## src/rtl/instr_fetch_unit_pkg.sv

```systemverilog
// Shared definitions for the instruction fetch stage: default widths, reset PC
// and the fetch controller state encoding.
package instr_fetch_unit_pkg;

    localparam int unsigned ADDR_W_DEF  = 32;
    localparam int unsigned IMEM_AW_DEF = 10;
    localparam int unsigned INSTR_W     = 32;
    localparam int unsigned COUNT_W     = 32;

    localparam logic [ADDR_W_DEF-1:0] RESET_PC_DEF = '0;

    typedef enum logic [2:0] {
        S_IDLE  = 3'd0,
        S_FETCH = 3'd1,
        S_WAIT  = 3'd2,
        S_DRAIN = 3'd3,
        S_HOLD  = 3'd4
    } state_t;

endpackage

```

## src/rtl/fetch_pc_reg.sv

```systemverilog
// Architectural PC register with its next-PC selection (redirect > increment > hold).
module fetch_pc_reg
    import instr_fetch_unit_pkg::*;
#(
    parameter int unsigned        ADDR_W   = ADDR_W_DEF,
    parameter logic [ADDR_W-1:0]  RESET_PC = ADDR_W'(RESET_PC_DEF)
) (
    input  logic              clk,
    input  logic              rst_n,
    input  logic              load,
    input  logic [ADDR_W-1:0] load_pc,
    input  logic              inc,
    output logic [ADDR_W-1:0] pc,
    output logic [ADDR_W-1:0] pc_next_c
);

    always_comb begin
        pc_next_c = pc;
        if (load) begin
            pc_next_c = load_pc;
        end else if (inc) begin
            pc_next_c = pc + ADDR_W'(1);
        end
    end

    always_ff @(posedge clk or negedge rst_n) begin
        if (!rst_n) begin
            pc <= RESET_PC;
        end else begin
            pc <= pc_next_c;
        end
    end

endmodule

```

## src/rtl/instr_fetch_unit.sv

```systemverilog
// Fetch stage: owns the PC, issues one instruction-memory request at a time and
// presents {pc, instr} to the decoder, discarding responses made stale by redirects.
module instr_fetch_unit
    import instr_fetch_unit_pkg::*;
#(
    parameter int unsigned        ADDR_W   = ADDR_W_DEF,
    parameter int unsigned        IMEM_AW  = IMEM_AW_DEF,
    parameter logic [ADDR_W-1:0]  RESET_PC = ADDR_W'(RESET_PC_DEF)
) (
    input  logic               clk,
    input  logic               rst_n,
    input  logic               en,
    input  logic               redirect_valid,
    input  logic [ADDR_W-1:0]  redirect_pc,
    input  logic               stall,
    output logic               imem_req,
    output logic [IMEM_AW-1:0] imem_addr,
    input  logic               imem_ack,
    input  logic [INSTR_W-1:0] imem_rdata,
    output logic               instr_valid,
    output logic [INSTR_W-1:0] instr,
    output logic [ADDR_W-1:0]  pc,
    output logic [COUNT_W-1:0] instr_count
);

    state_t              state;
    state_t              state_next;
    logic                pc_inc;
    logic [ADDR_W-1:0]   pc_next_c;
    logic                req_d;
    logic [IMEM_AW-1:0]  addr_d;
    logic                valid_d;
    logic [INSTR_W-1:0]  instr_d;
    logic [COUNT_W-1:0]  count_d;

    // Redirects are accepted in every state; the FSM only decides whether a fetch is stale.
    fetch_pc_reg #(
        .ADDR_W   (ADDR_W),
        .RESET_PC (RESET_PC)
    ) u_pc (
        .clk       (clk),
        .rst_n     (rst_n),
        .load      (redirect_valid),
        .load_pc   (redirect_pc),
        .inc       (pc_inc),
        .pc        (pc),
        .pc_next_c (pc_next_c)
    );

    always_ff @(posedge clk or negedge rst_n) begin
        if (!rst_n) begin
            state <= S_IDLE;
        end else begin
            state <= state_next;
        end
    end

    always_comb begin
        state_next = state;
        case (state)
            S_IDLE: begin
                if (en) state_next = S_FETCH;
            end
            S_FETCH: begin
                state_next = (redirect_valid || !en) ? S_DRAIN : S_WAIT;
            end
            S_WAIT: begin
                if (imem_ack) begin
                    if (!en)                 state_next = S_IDLE;
                    else if (redirect_valid) state_next = S_FETCH;
                    else                     state_next = S_HOLD;
                end else if (redirect_valid || !en) begin
                    state_next = S_DRAIN;
                end
            end
            S_DRAIN: begin
                if (imem_ack) state_next = en ? S_FETCH : S_IDLE;
            end
            S_HOLD: begin
                if (redirect_valid) state_next = en ? S_FETCH : S_IDLE;
                else if (!en)       state_next = S_IDLE;
                else if (!stall)    state_next = S_FETCH;
            end
            default: state_next = S_IDLE;
        endcase
    end

    // Output next-values; the request pulse and its address track entry into FETCH.
    always_comb begin
        pc_inc  = (state == S_HOLD) && en && !redirect_valid && !stall;
        req_d   = (state_next == S_FETCH);
        addr_d  = req_d ? pc_next_c[IMEM_AW-1:0] : imem_addr;
        valid_d = (state_next == S_HOLD);
        instr_d = (state == S_WAIT && state_next == S_HOLD) ? imem_rdata : instr;
        count_d = pc_inc ? instr_count + COUNT_W'(1) : instr_count;
    end

    always_ff @(posedge clk or negedge rst_n) begin
        if (!rst_n) begin
            imem_req    <= 1'b0;
            imem_addr   <= '0;
            instr_valid <= 1'b0;
            instr       <= '0;
            instr_count <= '0;
        end else begin
            imem_req    <= req_d;
            imem_addr   <= addr_d;
            instr_valid <= valid_d;
            instr       <= instr_d;
            instr_count <= count_d;
        end
    end

endmodule

```

## config.mk

```make
export PLATFORM = sky130hd
export DESIGN_NAME = instr_fetch_unit
export DESIGN_NICKNAME = d
export VERILOG_FILES = /design/src/rtl/instr_fetch_unit_pkg.sv /design/src/rtl/fetch_pc_reg.sv /design/src/rtl/instr_fetch_unit.sv
export SDC_FILE = /design/constraint.sdc
export NUM_CORES = 1
export LEC_CHECK = 0
export ABC_CLOCK_PERIOD_IN_PS = 5410
export CORE_UTILIZATION = 49
export CTS_CLUSTER_DIAMETER = 40
export DETAILED_ROUTE_END_ITERATION = 7
export HOLD_SLACK_MARGIN = 0.06
export PLACE_DENSITY = 0.89
export SLEW_MARGIN = 30
export SYNTH_ARGS = -nofsm -noshare
export SYNTH_HDL_FRONTEND = slang
export SYNTH_HIERARCHICAL = 1
export SYNTH_SLANG_ARGS = --single-unit
```

## constraint.sdc

```tcl
create_clock -name clk -period 5.41 [get_ports clk]
set_clock_uncertainty 0.15 [all_clocks]
set_input_delay 1.082 -clock clk [delete_from_list [all_inputs] [get_ports clk]]
set_output_delay 1.082 -clock clk [all_outputs]
set_load 0.005 [all_outputs]
```

==> results of run 1 <==
## layout make-up
| class | instances | share of cell area, % |
|---|---|---|
| tap | 136 | 2.33 |
| clock buffer | 10 | 1.75 |
| multi-input combinational | 315 | 30.9 |
| clock inverter | 6 | 1.58 |
| inverter | 8 | 0.411 |
| timing repair buffer | 182 | 25.0 |
| sequential | 111 | 38.0 |
## logic make-up (layout without fill, tap and decap cells)
| group | after synthesis | count (layout) | synth area share [%] |
|---|---|---|---|
| multiplexers | 45 | 45 | 9.80 |
| adder cells (fa/ha/maj) | 2 | 2 | 0.485 |
| AO/OA/AOI/OAI | 57 | 57 | 6.99 |
| buffers and inverters | 28 | 206 | 2.47 |
| XOR/XNOR | 43 | 43 | 7.30 |
| AND/OR/NAND/NOR | 168 | 168 | 19.1 |
| flip-flops | 111 | 111 | 53.9 |
## layout by cell type (no fill, tap or decap), types with 4 or more instances in the layout
master	n
buf_4	5
mux2_2	43
o21ai_0	19
nand2_1	37
nand3_1	19
o31ai_1	15
nand4_1	19
clkdlybuf4s50_1	176
and3_1	8
or4_1	14
nor2_1	33
inv_1	8
nor4_1	4
a31oi_1	20
nor4_4	4
or3_1	4
dfrtp_1	111
clkbuf_8	9
and2_1	4
xnor2_1	24
xor2_1	19
## state kept, by name, indices dropped and copies added (netlist names)
name,count
imem_addr,10
u_pc/pc,32
state,3
imem_req,1
instr,32
instr_count,32
instr_valid,1
## metal layers
| metal | part of all wire [%] | track usage (%) | routed length, um | vias up |
|---|---|---|---|---|
| met4 | 1.1 | 5.43 | 138 | 0 |
| met3 | 7.5 | 6.49 | 983 | 16 |
| met1 | 42 | 32.5 | 5510 | 2071 |
| li1 | - | - | - | 1992 |
| met2 | 49 | 39.1 | 6470 | 194 |
| met5 | 0 | 0 | 0 | - |
## critical path, delay by kind of cell
kind | cells | cell delay, ps
AOI/OAI and AO/OA | 1 | 180
and+or+nand+nor | 5 | 2310
buffers and inverters | 2 | 620
## power by group
part	internal, W	switching [W]	leakage [nW]
clock	0.000312	0.000288	0.117
sequential	0.00102	0.000136	1.38
combinational	0.000512	0.000233	1.52
total	0.00184	0.000657	3.02
## worst min path at each step
stage                            endpoint  slack, ps  cells after the start
after detailed placement  instr_count[31]        310                      1
after global routing      instr_count[31]        350                      1
after CTS                 instr_count[31]        330                      1
after floorplan           instr_count[31]        310                      1
final                     instr_count[31]        330                      1
after global placement    instr_count[31]        310                      1
## cell usage after synthesis (all sizes together)
cell and instances:
ha 2, nor2b 1, or4 15, nor2 33, o21ai 19, xnor2 24, o211a 1, a31oi 20
nand2b 3, or4b 1, xor2 19, inv 8, nand4 21, nand2 38, dfrtp 111, and3 8
clkbuf 12, and4 4, mux2 44, o31ai 15, or3 5, mux2i 1, nand3 19, nor3 6
and2 4, buf 8, nor4 8, o31a 2, nand4b 2
## metrics by stage
stage / cell area, um^2 / instances / util [%]
floorplan: 5160 / 454 / -
CTS: 7280 / 767 / 70.8
finish: 7310 / 768 / 71.1
global route: 7310 / 768 / 71.1
global placement: 7040 / 751 / 68.5
detailed placement: 7040 / 751 / 68.5
==> flow_summary.yaml, run 1 <==
floorplan:
  die_y_um: 105
  rows: 37
  fp.dieW_um: 105
  die_area_um2: 10900
  fp.coreArea_um2: 10300
  start_util_pct: 50.2
  num_io_pins: 178
min_path:
  worstHoldStart: "instr_count[31]"
  hp-class: "flop to flop"
synthesis:
  syn-cell-area_um2: 5160
  synth_area_per_cell_um2: 11.4
  synth_area_leaders: "dfrtp_1 (54%), mux2_2 (9.4%), xnor2_1 (4.1%)"
  synth_top_area_cell: "dfrtp_1"
  yosysTopAreaCellShare_pct: 53.9
  yosysWarnings: 6
  synth-seq-cells: 111
  synth_cells: 454
  yosys.cell_types.count: 43
  synth_fp_nets: 526
  synth_seq_area_share_pct: 53.9
routing:
  ant_nets: 0
  vias: 4273
  firstDrtPassIters: 4
  wl_per_cell_um: 17.1
  first_iter_violations: 261
  drc: 0
  via_per_inst: 5.56
  wirelength_um: 13100
timing:
  rsz0062_at_grt: "false"
  final-setup-viol-count: 0
  fin_crit_sh_pct: 75.5
  worst_hold_slack_ps: 326
  slew_headroom_pct: 44.9
  slew_violations: 0
  fin_ws_ps: 1330
  setup-tns-final_ps: 0
  worstMarginPinSlew_ps: 824
  fmax_mhz: 245
  hold_viol: 0
  min_period_ps: 4080
clock_network:
  hold_buffers: 0
  clk_latency_ps: 370
  cts_buffers: 9
  clk_path_buf_depth: 2
  ctsResizeCount: 0
  postCtsSetupRepairBufs: 0
  htree_num_levels: 3
  clk_pin_slew_worst_paths_ps: 120
  cts_tree: "built"
  cts_sinks: 111
  root_buffer: "clkbuf_8"
finish:
  fillCellCount: 753
  multi_input_area_um2: 2260
  drive_above_1_share_pct: 12.5
  seq_area_um2: 2780
  diodes: 0
  nNetsFinal: 699
  syn2layout_area_growth_pct: 41.7
setup_path:
  r2r_slack_ps: 2370
  ff2ff_path_depth: 6
  path_cells: "clkdlybuf4s50_1 > buf_4 > nand2b_1 > nor4_4 > and4_1 > nand4_1 > or4_1 > a31oi_1"
  slowest_delay_ps: 700
  path_max_fanout: 29
  crit_start: "redirect_valid"
  cp-start-kind: "input port"
  worstPathRequired_ps: 5540
  reg2reg_from: "state[2]"
  critPathKind: "input port to flop"
  cp.arrival_ps: 4220
  cp_slowest_cell: "nor4_4"
  timing.rr.end: "u_pc/pc[20]"
  critPathCaptureType: "flop"
  crit_path_end: "u_pc/pc[20]"
pwr:
  power.density_nw_per_um2: 342
  power_w: 0.00250
  cellLeakagePower_nw: 3.02
  ir_worst_vdd_v: 0.000215
global_routing:
  gr-total-overflow: 0
  grt_pass1_wl_um: 21200
  antenna_found_initial: 0
  grt_start_max_net_pins: 70
  grt_pass1_vias: 4255
  grtUsageTotal_pct: 24.1
place:
  pre_cts_ws_ps: 973
  port_buffers: 177
  gp_congestion: 0.828
  dp_hpwl_um: 9420
outcome:
  status: "finished, final reports clean"
flow_run:
  maxCapViolCount: 0
(Power assumes the default switching activity.)
==> run 2, diff against run 1 <==
ABC_CLOCK_PERIOD_IN_PS = 3900   (was 5410)
CORE_UTILIZATION = 46   (was 49)
PLACE_DENSITY = 0.84   (was 0.89)
clock period = 3.9 ns   (was 5.41 ns; I/O delays follow)
==> flow_summary.yaml, run 2 (synthesis results as in run 1) <==
global_routing:
  grtUsageTotal_pct: 23.0
  grt_start_max_net_pins: 79
  grt_pass1_wl_um: 21000
  antenna_found_initial: 0
  gr-total-overflow: 0
  grt_pass1_vias: 4308
pwr:
  cellLeakagePower_nw: 2.99
  ir_worst_vdd_v: 0.000262
  power.density_nw_per_um2: 454
  power_w: 0.00329
routing:
  drc: 0
  firstDrtPassIters: 5
  wl_per_cell_um: 16.6
  via_per_inst: 5.51
  wirelength_um: 12800
  vias: 4250
  ant_nets: 0
  first_iter_violations: 278
finish:
  diodes: 0
  fillCellCount: 846
  drive_above_1_share_pct: 12.5
  final_cell_mix: "clkdlybuf4s50_1 (176), dfrtp_1 (111), mux2_2 (43)"
  nNetsFinal: 699
  multi_input_area_um2: 2260
  syn2layout_area_growth_pct: 40.5
  seq_area_um2: 2780
  layout.cells.most_common: "clkdlybuf4s50_1"
  largestRegisters: "instr (32), instr_count (32), u_pc/pc (32)"
  final_area_um2: 7250
  fin_util_pct: 66.6
floorplan:
  rows: 38
  start_util_pct: 47.4
  fp.dieW_um: 108
  num_io_pins: 178
  die_y_um: 108
  die_area_um2: 11600
  fp.coreArea_um2: 10900
timing:
  final-setup-viol-count: 0
  slew_headroom_pct: 46.1
  fin_crit_sh_pct: 80.2
  worst_hold_slack_ps: 250
  rsz0062_at_grt: "false"
  slew_violations: 0
  worstMarginPinSlew_ps: 805
  hold_viol: 0
  setup-tns-final_ps: 0
  fmax_mhz: 320
  min_period_ps: 3130
setup_path:
  cp-start-kind: "input port"
  critPathTopFamily: "simple AND/OR/NAND/NOR gates"
  critPathKind: "input port to flop"
  path_cells: "clkdlybuf4s50_1 > nand2b_1 > nor4_4 > and4_1 > nand4_1 > or4_1 > a31oi_1"
  critPathCaptureType: "flop"
  worstPathRequired_ps: 4050
  path_max_fanout: 11
  cp_slowest_cell: "or4_1"
  crit_buf_inv: 1
  cp.arrival_ps: 3280
  slowest_delay_ps: 510
place:
  dpl_cell_area_um2: 7060
  dp_hpwl_um: 9500
  gp_congestion: 0.847
  port_buffers: 177
clock_network:
  clk_latency_ps: 380
  cts_tree: "built"
  root_buffer: "clkbuf_8"
  cts_sinks: 111
  htree_num_levels: 3
  hold_buffers: 0
  clk_pin_slew_worst_paths_ps: 110
  clk_path_buf_depth: 2
  postCtsSetupRepairBufs: 0
  cts_buffers: 9
  ctsResizeCount: 0
flow_run:
  maxCapViolCount: 0
min_path:
  hp-class: "input port to asynchronous set/reset pin"
outcome:
  status: "finished, final reports clean"
[run 2: changes by cell type in the layout (fill, tap and decap cells not counted), sizes merged]
cell	delta
inv	+1
bufinv	-3
clkinv	+2
[run 2: layout make-up]
| cell class | instances | share of cell area (%) |
|---|---|---|
| clock inverters | 6 | 0.742 |
| well taps | 140 | 2.42 |
| multi-input cells | 315 | 31.2 |
| inverters | 8 | 0.414 |
| clock buffers | 10 | 1.76 |
| flip-flops and latches | 111 | 38.3 |
| repair buffers | 182 | 25.2 |
[run 2: where the power goes]
part / internal [W] / switching (W) / total (W)
Sequential: 0.00141 / 0.000189 / 0.00160
Clock: 0.000245 / 0.000408 / 0.000653
Combinational: 0.000710 / 0.000331 / 0.00104
[run 2: final timing paths]
kind	startpoint	to	slack, ps	cells after the start
min	rst_n	instr_count[26]	250	1
max reg2reg	state[2]	u_pc/pc[18]	1330	6
min reg2reg	instr_count[31]	instr_count[31]	350	1
max	redirect_valid	u_pc/pc[18]	770	7
max in group asynchronous	rst_n	u_pc/pc[15]	2670	2
min in group clk	instr_count[31]	instr_count[31]	350	1
[run 2: metrics by stage]
stage | instances | setup slack, ps
finish | 772 | 772
global route | 772 | 662
CTS | 772 | 799
detailed placement | 756 | 411
global placement | 756 | 505
floorplan | 454 | 906
[run 2: routing by layer]
layer | part of all wire [%] | global-route usage, %
met5 | 0 | 0
met3 | 6.5 | 5.08
met2 | 50 | 38.3
met1 | 41 | 28.8
met4 | 2.6 | 9.78
[run 2: worst reg2reg max path: cells and delay by family, from the launching register on]
kind | cells | cell delay (ps)
AOI/OAI and AO/OA | 1 | 170
and+or+nand+nor | 5 | 1640
DFF | 1 | 540
